===== src/rtl/cdb_arbiter_pkg.sv =====
// Shared definitions for the common data bus: widths, the no-lock tag
// encoding and the fixed source indices.
`ifndef Reg_Lock_Width
`define Reg_Lock_Width 6
`endif
`ifndef Data_Width
`define Data_Width 32
`endif
`ifndef ROB_Entry_Width
`define ROB_Entry_Width 5
`endif
`ifndef Reg_No_Lock
`define Reg_No_Lock 6'b100000
`endif
`ifndef CDB_Src_ALU
`define CDB_Src_ALU 0
`endif
`ifndef CDB_Src_Load
`define CDB_Src_Load 1
`endif
`ifndef CDB_Src_Store
`define CDB_Src_Store 2
`endif

package cdb_arbiter_pkg;
    localparam int unsigned REG_LOCK_WIDTH  = `Reg_Lock_Width;
    localparam int unsigned DATA_WIDTH      = `Data_Width;
    localparam int unsigned ROB_ENTRY_WIDTH = `ROB_Entry_Width;

    // Tag value meaning "no ROB entry": bit above the ROB index set.
    localparam logic [REG_LOCK_WIDTH-1:0] REG_NO_LOCK = `Reg_No_Lock;

    localparam int unsigned CDB_SRC_ALU   = `CDB_Src_ALU;
    localparam int unsigned CDB_SRC_LOAD  = `CDB_Src_Load;
    localparam int unsigned CDB_SRC_STORE = `CDB_Src_Store;
endpackage


===== src/rtl/cdb_src_fifo.sv =====
// Per-source result queue: DEPTH entries of W bits, synchronous
// active-high reset and flush both empty it. A push into a full queue is
// ignored even if the queue pops in the same cycle.
module cdb_src_fifo #(
    parameter int unsigned DEPTH = 2,
    parameter int unsigned W     = 8
) (
    input  logic         clk,
    input  logic         rst,
    input  logic         flush,
    input  logic         push,
    input  logic         pop,
    input  logic [W-1:0] din,
    output logic         full,
    output logic         empty,
    output logic [W-1:0] head
);
    localparam int unsigned PW = (DEPTH > 1) ? $clog2(DEPTH) : 1;
    localparam int unsigned CW = $clog2(DEPTH + 1);

    logic [W-1:0]  mem_q [DEPTH];
    logic [W-1:0]  mem_d [DEPTH];
    logic [PW-1:0] wr_ptr_q, wr_ptr_d;
    logic [PW-1:0] rd_ptr_q, rd_ptr_d;
    logic [CW-1:0] count_q, count_d;
    logic          do_push, do_pop;

    assign full  = (count_q == CW'(DEPTH));
    assign empty = (count_q == '0);
    assign head  = mem_q[rd_ptr_q];

    // Next-state for storage, pointers (power-of-two wrap) and occupancy.
    always_comb begin
        do_push  = push && !full;
        do_pop   = pop && !empty;
        mem_d    = mem_q;
        wr_ptr_d = wr_ptr_q;
        rd_ptr_d = rd_ptr_q;
        count_d  = count_q;
        if (do_push) begin
            mem_d[wr_ptr_q] = din;
            wr_ptr_d        = wr_ptr_q + PW'(1);
        end
        if (do_pop) begin
            rd_ptr_d = rd_ptr_q + PW'(1);
        end
        case ({do_push, do_pop})
            2'b10:   count_d = count_q + CW'(1);
            2'b01:   count_d = count_q - CW'(1);
            default: count_d = count_q;
        endcase
    end

    // Pointer/count registers; reset and flush discard all contents.
    always_ff @(posedge clk) begin
        if (rst || flush) begin
            wr_ptr_q <= '0;
            rd_ptr_q <= '0;
            count_q  <= '0;
        end else begin
            wr_ptr_q <= wr_ptr_d;
            rd_ptr_q <= rd_ptr_d;
            count_q  <= count_d;
        end
    end

    // Storage array; contents are don't-care while empty, so no reset.
    always_ff @(posedge clk) begin
        mem_q <= mem_d;
    end
endmodule


===== src/rtl/cdb_arbiter.sv =====
// Multi-source common data bus: N_SRC per-source queues feeding a
// round-robin arbiter that broadcasts one tagged result per cycle to the
// reservation stations, ROB and PC.
// Optional feature macro: CDB_BYPASS_EN -- an empty queue's incoming
// result competes in the same cycle and, when it wins, drives the bus
// combinationally without being enqueued.
module cdb_arbiter
    import cdb_arbiter_pkg::*;
#(
    parameter int unsigned N_SRC  = 3,
    parameter int unsigned DEPTH  = 2,
    parameter int unsigned TAG_W  = REG_LOCK_WIDTH,
    parameter int unsigned DATA_W = DATA_WIDTH,
    parameter int unsigned ROB_W  = ROB_ENTRY_WIDTH,
    localparam int unsigned SRC_W = (N_SRC > 1) ? $clog2(N_SRC) : 1
) (
    input  logic                    clk,
    input  logic                    rst,
    input  logic                    flush,
    input  logic [N_SRC-1:0]        src_valid,
    output logic [N_SRC-1:0]        src_ready,
    input  logic [N_SRC*TAG_W-1:0]  src_tag,
    input  logic [N_SRC*DATA_W-1:0] src_data,
    output logic                    cdb_valid,
    output logic [TAG_W-1:0]        cdb_tag,
    output logic [DATA_W-1:0]       cdb_data,
    output logic [SRC_W-1:0]        cdb_src,
    output logic                    rob_write,
    output logic [ROB_W-1:0]        rob_entry,
    output logic [DATA_W-1:0]       rob_value
);
    localparam int unsigned E_W = TAG_W + DATA_W;
    localparam logic [TAG_W-1:0] IDLE_TAG = TAG_W'(REG_NO_LOCK);

    logic [N_SRC-1:0] full, empty, push, pop, req;
    logic [E_W-1:0]   head [N_SRC];
    logic [SRC_W-1:0] rr_ptr_q, rr_ptr_d;

    logic              found;
    int unsigned       win_idx;
    logic              byp_hit;
    logic [E_W-1:0]    win_entry;
    logic              bus_valid_d;
    logic [TAG_W-1:0]  bus_tag_d;
    logic [DATA_W-1:0] bus_data_d;
    logic [SRC_W-1:0]  bus_src_d;

    assign src_ready = ~full;

    for (genvar i = 0; i < N_SRC; i++) begin : g_q
        cdb_src_fifo #(
            .DEPTH (DEPTH),
            .W     (E_W)
        ) u_fifo (
            .clk   (clk),
            .rst   (rst),
            .flush (flush),
            .push  (push[i]),
            .pop   (pop[i]),
            .din   ({src_tag[i*TAG_W +: TAG_W], src_data[i*DATA_W +: DATA_W]}),
            .full  (full[i]),
            .empty (empty[i]),
            .head  (head[i])
        );
    end

    // Round-robin pick starting at rr_ptr; build pops, pushes and bus value.
    always_comb begin
`ifdef CDB_BYPASS_EN
        req = ~empty | src_valid;
`else
        req = ~empty;
`endif
        found   = 1'b0;
        win_idx = 0;
        for (int unsigned k = 0; k < N_SRC; k++) begin
            int unsigned idx;
            idx = int'(rr_ptr_q) + k;
            if (idx >= N_SRC) idx = idx - N_SRC;
            if (!found && req[idx]) begin
                found   = 1'b1;
                win_idx = idx;
            end
        end

        // A winning source whose queue is empty can only be the bypass path.
        byp_hit   = found && empty[win_idx];
        win_entry = head[win_idx];
        if (byp_hit) begin
            win_entry = {src_tag[win_idx*TAG_W +: TAG_W], src_data[win_idx*DATA_W +: DATA_W]};
        end

        for (int unsigned i = 0; i < N_SRC; i++) begin
            pop[i]  = found && (win_idx == i) && !empty[i];
            push[i] = src_valid[i] && !(byp_hit && (win_idx == i));
        end

        rr_ptr_d = rr_ptr_q;
        if (found) begin
            rr_ptr_d = (win_idx == N_SRC - 1) ? '0 : SRC_W'(win_idx + 1);
        end

        bus_valid_d = found && !rst && !flush;
        bus_tag_d   = IDLE_TAG;
        bus_data_d  = '0;
        bus_src_d   = '0;
        if (bus_valid_d) begin
            bus_tag_d  = win_entry[E_W-1 -: TAG_W];
            bus_data_d = win_entry[DATA_W-1:0];
            bus_src_d  = SRC_W'(win_idx);
        end
    end

    // Round-robin pointer register.
    always_ff @(posedge clk) begin
        if (rst || flush) begin
            rr_ptr_q <= '0;
        end else begin
            rr_ptr_q <= rr_ptr_d;
        end
    end

`ifdef CDB_BYPASS_EN
    assign cdb_valid = bus_valid_d;
    assign cdb_tag   = bus_tag_d;
    assign cdb_data  = bus_data_d;
    assign cdb_src   = bus_src_d;
`else
    logic              bus_valid_q;
    logic [TAG_W-1:0]  bus_tag_q;
    logic [DATA_W-1:0] bus_data_q;
    logic [SRC_W-1:0]  bus_src_q;

    // Registered broadcast: each winner is held on the bus for one cycle.
    always_ff @(posedge clk) begin
        if (rst || flush) begin
            bus_valid_q <= 1'b0;
            bus_tag_q   <= IDLE_TAG;
            bus_data_q  <= '0;
            bus_src_q   <= '0;
        end else begin
            bus_valid_q <= bus_valid_d;
            bus_tag_q   <= bus_tag_d;
            bus_data_q  <= bus_data_d;
            bus_src_q   <= bus_src_d;
        end
    end

    assign cdb_valid = bus_valid_q;
    assign cdb_tag   = bus_tag_q;
    assign cdb_data  = bus_data_q;
    assign cdb_src   = bus_src_q;
`endif

    assign rob_write = cdb_valid && (cdb_tag != IDLE_TAG);
    assign rob_entry = cdb_tag[ROB_W-1:0];
    assign rob_value = cdb_data;
endmodule


===== config.mk =====
export PLATFORM = sky130hd
export DESIGN_NAME = cdb_arbiter
export DESIGN_NICKNAME = d
export VERILOG_FILES = /design/src/rtl/cdb_arbiter_pkg.sv /design/src/rtl/cdb_src_fifo.sv /design/src/rtl/cdb_arbiter.sv
export SDC_FILE = /design/constraint.sdc
export NUM_CORES = 1
export LEC_CHECK = 0
export BUFFER_PORTS_ARGS = -buffer_cell sky130_fd_sc_hd__buf_2
export CAP_MARGIN = 10
export CORE_MARGIN = 5
export CORE_UTILIZATION = 60
export DETAILED_ROUTE_END_ITERATION = 16
export PLACE_DENSITY = 0.85
export SYNTH_ARGS = -nofsm -noshare
export SYNTH_HDL_FRONTEND = slang
export SYNTH_HIERARCHICAL = 1
export SYNTH_SLANG_ARGS = --single-unit

===== constraint.sdc =====
create_clock -name clk -period 8.7 [get_ports clk]
set_input_delay 0.435 -clock clk [delete_from_list [all_inputs] [get_ports clk]]
set_output_delay 0.435 -clock clk [all_outputs]
set_load 0.01 [all_outputs]

# Yosys cells after proc, flatten, opt, wreduce, memory -nomap -nowiden
# Index checks and enable logic that the tools add are counted.
# op_classes
bitwise,10
multipliers,1
n_reduce_logical,49
div,0
muxes,43
n_lt_le_gt_ge,17
shift,2
add_sub_neg,18
n_eq_ne,12
# op_table
op,count
2-to-1 mux 38 bit,15
bitwise mux 76 bit,3
2-to-1 mux 32 bit,6
"less-than comparator 32 x 3 -> 1 bit, second input constant",4
demux 38 bit (select 1 bit),3
variable part select 96 x 33 -> 32 bit,1
binary-select mux 38 bit (select 2 bit),1
"greater-or-equal comparator 33 x 3 -> 1 bit, second input constant",1
NOT 32 -> 33 bit,1
variable part select 18 x 33 -> 6 bit,1
"== test 32 x 1 -> 1 bit, second input constant",1
"== test 32 x 2 -> 1 bit, second input constant",1
logical NOT 32 bit,1
"multiplier 32 x 2 -> 31 bit, second input constant",1
logical AND 1 bit,27
"greater-or-equal comparator 2 bit, second input constant",7
logical NOT 1 bit,13
"== test 2 bit, second input constant",6
NOT 1 -> 2 bit,6
one-hot mux 2 bit (2 select lines),3
"adder 2 x 1 -> 2 bit, second input constant",4
binary-select mux 1 bit (select 2 bit),4
"subtractor 3 x 2 -> 4 bit, second input constant",2
2-to-1 mux 1 bit,7
16 further kinds,33
# totals
mem_bits_ro,0
ram_bits,0
input_bits,120
elab_cells,172
out_inout_bits,82
regBits,283
n_memories,0
latchBits,0

# Logic depth before layout (Yosys ltp)
# logic_depth
depth_word,20
ltp_mapped,17
mapped_depth_nobuf,16

# Cells and area by module
# The synthesis kept the hierarchy.
# modules_own_cells
module,instances,area_per_inst_um2,cells_each,seq_area_each_um2
cdb_src_fifo at g_q[0].u_fifo ...,2,2936.6,143,2362.3
cdb_src_fifo at g_q[2].u_fifo,1,2939.1,143,2362.3
cdb_arbiter,1,2578.7,332,860.8

# Least setup slack after synthesis
# Ideal clock, no wire load.
# synth_path
path_kind,reg-to-reg
from,register rr_ptr_q[1]
to,register g_q[1].u_fifo.count_q[1]
arrival_time_ns,3.057
stages_incl_launch_ff,16
synth_period_minus_slack_ns,3.127
path_buffers,2
path_slack_ns,5.573
required_time_ns,8.630
setup_time_ns,0.070
path_cell_list,dfxtp_1 inv_1 ha_1 buf_2 nor3_1 a31oi_1 a211o_1 nand2_4 inv_4 buf_2 ha_1 nor3b_1 o21a_1 ha_1 or3_1 a21oi_1
# synth_via
elab_cells_between_ends,42
classes_between,add/sub (5); order compare (3); eq/ne (3); mux (18); reduce/logical (13)
# synth_rtl
element,line_no,text
"start, declared",cdb_arbiter.sv:37,"logic [SRC_W-1:0] rr_ptr_q, rr_ptr_d;"
"start signal, assigned",cdb_arbiter.sv:119,rr_ptr_q <= rr_ptr_d;
"parallel branches: the longest is 10 deep, another holds subtractor 3 x 2 -> 4 bit",--,
2-to-1 mux 32 bit *,cdb_arbiter.sv:80,if (!found && req[idx]) begin
net win_idx[1],cdb_arbiter.sv:40,int unsigned win_idx;
== test 32 x 1 -> 1 bit *,cdb_arbiter.sv:94,pop[i] = found && (win_idx == i) && !empty[i];
logical AND 1 bit * (2 in a row),cdb_arbiter.sv:94,
net pop[1],cdb_arbiter.sv:35,"logic [N_SRC-1:0] full, empty, push, pop, req;"
logical AND 1 bit *,cdb_src_fifo.sv:35,do_pop = pop && !empty;
net g_q[1].u_fifo.do_pop,cdb_src_fifo.sv:26,"logic do_push, do_pop;"
== test 2 x 1 -> 1 bit or == test 2 bit (tied branches),cdb_src_fifo.sv:47,"case ({do_push, do_pop})"
one-hot mux 2 bit (2 select lines) or nonzero test 2 bit (tied branches),--,
"end signal, assigned",cdb_src_fifo.sv:63,count_q <= count_d;
"end, declared",cdb_src_fifo.sv:25,"logic [CW-1:0] count_q, count_d;"
# Mark *: on every way through the listed nets, which the timed path passes. The select of a mux whose other input is x is not followed.
# A chain may end at the register's enable or synchronous reset.

# Worst setup path after layout
# Same ends and word-level chain as after synthesis.

==> summary.md <==
| Metric | Value |
|---|---|
| Xor/xnor share of the synthesized area | `0.692%` |
| Adder-cell share of the synthesized area | `1.32%` |
| Layout Cells excl Fill | `1,177` |
| First-pass GRT wire length | `36,200 um` |
| DR WL/cell | `19.9 um` |
| Critical Path Most Common Cell | `ha_1` |
| Via/cell ratio | `5.67` |
| Switching power | `0.730 mW` |
| Post-Synthesis Cells | `761` |
| Area Overhead vs Synth | `15.1%` |
| Final antenna-violating net count | `0` |
| I/O Buffers | `201` |
| Clock Latency Late Sink | `0.54 ns` |
| Synthesized cell area | `0.0114 mm^2` |
| Row Count | `50` |
| Status | `complete, no violations` |
| CTS tree | `yes` |
| Tot GR Track Use | `20.9%` |
| Post-synthesis mux area share | `11.6%` |
| Main synth FF type | `edfxtp_1` |
| Clock power frac | `36.9%` |
| Mean area per synthesized cell | `15.0 um^2` |
| Slew Viols, Final | `0` |
| Overall Power | `3.04 mW` |
| Initial drt markers | `334` |
| DRC | `0` |
| CP endpoint kind | `flip-flop` |
| Hold_buf cts | `0` |
| Post-CTS Resized | `0` |
| H-tree Lvls | `1` |
| Routability cong. | `0.831` |
| Post-synth top area cell | `edfxtp_1` |
| Switching Share | `24.0%` |
| Sum of buffers and inverters on the critical path | `2` |
| Cell Chain, Critical Path | `inv_1 -> ha_1 -> nor3_1 -> a21oi_1 -> a211o_1 -> nand2_4 -> inv_4 -> ha_1 -> nor3b_1 -> o21a_1 -> ha_1 -> or3_1 -> a21oi_1` |
| Total gr overflow | `0` |
| PwrDens | `232 mW/mm^2` |
| IO Pins | `202` |
| CTS sink cnt | `283` |
| Peak VDD IR | `172 uV` |
| Post-synthesis register bit count | `283` |
| Fill cells | `1,215` |
| Core area | `0.0187 mm^2` |
| Synthesized Nets | `893` |
| Leak | `5.02 nW` |
| Slowest-stage cell, CP | `inv_4` |
| Combinational share of power | `11.7%` |
| WP data arrival | `4.25 ns` |
| Synth top area cells | `edfxtp_1 (60%), mux2_2 (11%), dfxtp_1 (9.7%)` |
| Total internal power | `2.31 mW` |
| DR pass1 iterations | `5` |
| Worst-case clock buffer depth | `3` |
| Largest delay contributor family on the critical path | `adder cells` |
| Starting Density | `60.9%` |
| Largest net degree at the start of global routing | `74` |
| Final wirelength | `23,400 um` |
| Tightest Pin Transition | `1.08 ns` |
| Clock-pin slew on the worst setup and hold paths | `0.06 ns` |
| Final Net Count | `1,051` |
| Die Ht | `148 um` |
| Seq pwr share | `51.3%` |
| Synth Area in Compound Gates | `5.03%` |
| Critical path type | `reg -> reg` |
| Util after Layout | `70.1%` |
| Crit-path max FO | `73` |
| Cts bufs inserted | `28` |
| Simple-gate portion of the synthesized area | `6.62%` |
| Wire length on met2 | `11,600 um` |
| Post-synth EDFFs | `228` |
| Skew final | `0.0101 ns` |
| Crit-path max cell delay | `0.53 ns` |
| Count of final setup violators | `0` |
| Final period util | `43.5%` |
| Met3 wire len | `1990 um` |
| Vias post-DR | `6,674` |
| Die area | `0.0218 mm^2` |
| M1 WL | `9260 um` |
| Yosys warns | `6` |
| Maximum clock frequency | `0.264 GHz` |
| Post-synth top cells | `edfxtp_1 (228), mux2_2 (114), nand2_1 (80), dfxtp_1 (55), nor2_1 (52)` |
| Highest Signal Layer | `met5` |
| Slew HR | `28.0%` |
| Worst hold path class | `in -> reg` |
| Unrepaired setup endpoints after global routing | `no` |
| Final hold vios | `0` |
| CP Launch Type | `flip-flop` |
| Initial antenna violation count | `3` |
| Dpl cell area | `0.0122 mm^2` |
| Synth cell types | `47` |
| Top-area cell type share of the netlist area | `60.1%` |
| Final instance area | `0.0131 mm^2` |
| Max-cap violations | `0` |
| Main combinational cell family by area after synthesis | `multiplexers` |
| Inst Count DP | `1,123` |
| DP Wirelength | `14,700 um` |
| Die width | `148 um` |
| Vias in the first global route | `6,983` |
| Share of layout cells above drive strength 1 | `40.8%` |
| Seq/Total Area, Yosys | `69.8%` |
| Count leader, synth | `edfxtp_1` |
| Req. time, crit path | `9.17 ns` |
| Minimum clock period | `3.78 ns` |
| Post-CTS setup buffer count | `0` |
| Setup TNS | `0 ns` |
| Async S/R FF share, synth | `0%` |
| Root buffer cell | `clkbuf_16` |
[flip-flops by register name (all words and copies together) (netlist names)]
signal / count
g_q.u_fifo/count_q: 6
rr_ptr_q: 2
cdb_data: 32
g_q.u_fifo/wr_ptr_q: 3
g_q.u_fifo/rd_ptr_q: 3
cdb_tag: 6
cdb_src: 2
cdb_valid: 1
g_q.u_fifo/mem_q: 228
[cell families (layout without fill, tap and decap cells)]
kind of cell    Yosys count  after routing
flops                   283            283
buf+inv                  95            275
mux                     117            117
other cells               0              2
compound gates           76             76
xor+xnor                  9              9
fa+ha+maj                12             12
simple gates            169            169
[power by group through the flow]
| stage | Sequential [mW] | Clock [mW] | Combinational, mW |
|---|---|---|---|
| floorplan | 1.59 | 0 | 0.246 |
| global placement | 1.59 | 0 | 0.344 |
| detailed placement | 1.59 | 0 | 0.353 |
| CTS | 1.56 | 1.14 | 0.358 |
| global route | 1.57 | 1.20 | 0.389 |
| finish | 1.56 | 1.12 | 0.356 |
[cells in the final DEF, fill, tap and decap left out, types with 4 or more instances in the layout]
cell type,Yosys,final
inv_1,17,14
xnor2_1,6,6
nand2_1,80,79
buf_2,18,201
clkbuf_8,0,6
nor2_1,52,52
or3_1,6,6
o21ai_0,7,7
clkbuf_1,7,11
mux2_2,114,114
edfxtp_1,228,228
a21oi_1,17,17
o221ai_1,5,5
a311oi_1,32,32
o21a_1,4,4
clkbuf_16,0,28
ha_1,12,12
inv_2,3,6
nor3_1,6,6
dfxtp_1,55,52
[routing by layer]
metal  global-route usage, %  vias up
met5                       0        -
met4                    6.06        4
li1                        -     3096
met1                    27.1     3225
met2                    36.2      299
met3                    4.17       50
[through the flow]
stage               setup slack [ns]  hold slack [ns]
global placement                5.08            0.465
floorplan                       5.57            0.455
finish                          4.92           0.0795
global route                    4.59           0.0654
CTS                             4.91           0.0668
detailed placement              4.94            0.473
[worst paths after layout]
kind	startpoint	to	slack [ns]	cells past startpoint
max	rr_ptr_q[1]$_SDFFE_PP0N_	g_q[1].u_fifo/count_q[1]$_SDFFE_PP0P_	4.92	13
min	src_data[26]	g_q[0].u_fifo/mem_q[64]$_DFFE_PP_	0.08	1
max reg2reg	rr_ptr_q[1]$_SDFFE_PP0N_	g_q[1].u_fifo/count_q[1]$_SDFFE_PP0P_	4.92	13
min reg2reg	g_q[0].u_fifo/wr_ptr_q$_SDFFE_PP0N_	g_q[0].u_fifo/wr_ptr_q$_SDFFE_PP0N_	0.49	2
[worst register-to-register path, stage by stage, from the launching register on]
cell,delay [ns]
dfxtp_1,0.43
inv_1,0.11
ha_1,0.48
nor3_1,0.13
a21oi_1,0.27
a211o_1,0.26
nand2_4,0.12
inv_4,0.53
ha_1,0.27
nor3b_1,0.19
o21a_1,0.19
ha_1,0.27
or3_1,0.35
a21oi_1,0.14
[cell type report]
type / instances / area [um^2] / area share [%]
well taps: 234 / 293 / 2.23
repair buffers: 202 / 1010 / 7.73
clock inverters: 7 / 48.8 / 0.372
flip-flops and latches: 283 / 7950 / 60.7
inverters: 21 / 81.3 / 0.620
clock buffers: 45 / 825 / 6.29
multi-input cells: 383 / 2890 / 22.1
diodes: 2 / 5.00 / 0.0382
(Power assumes the default switching activity.)
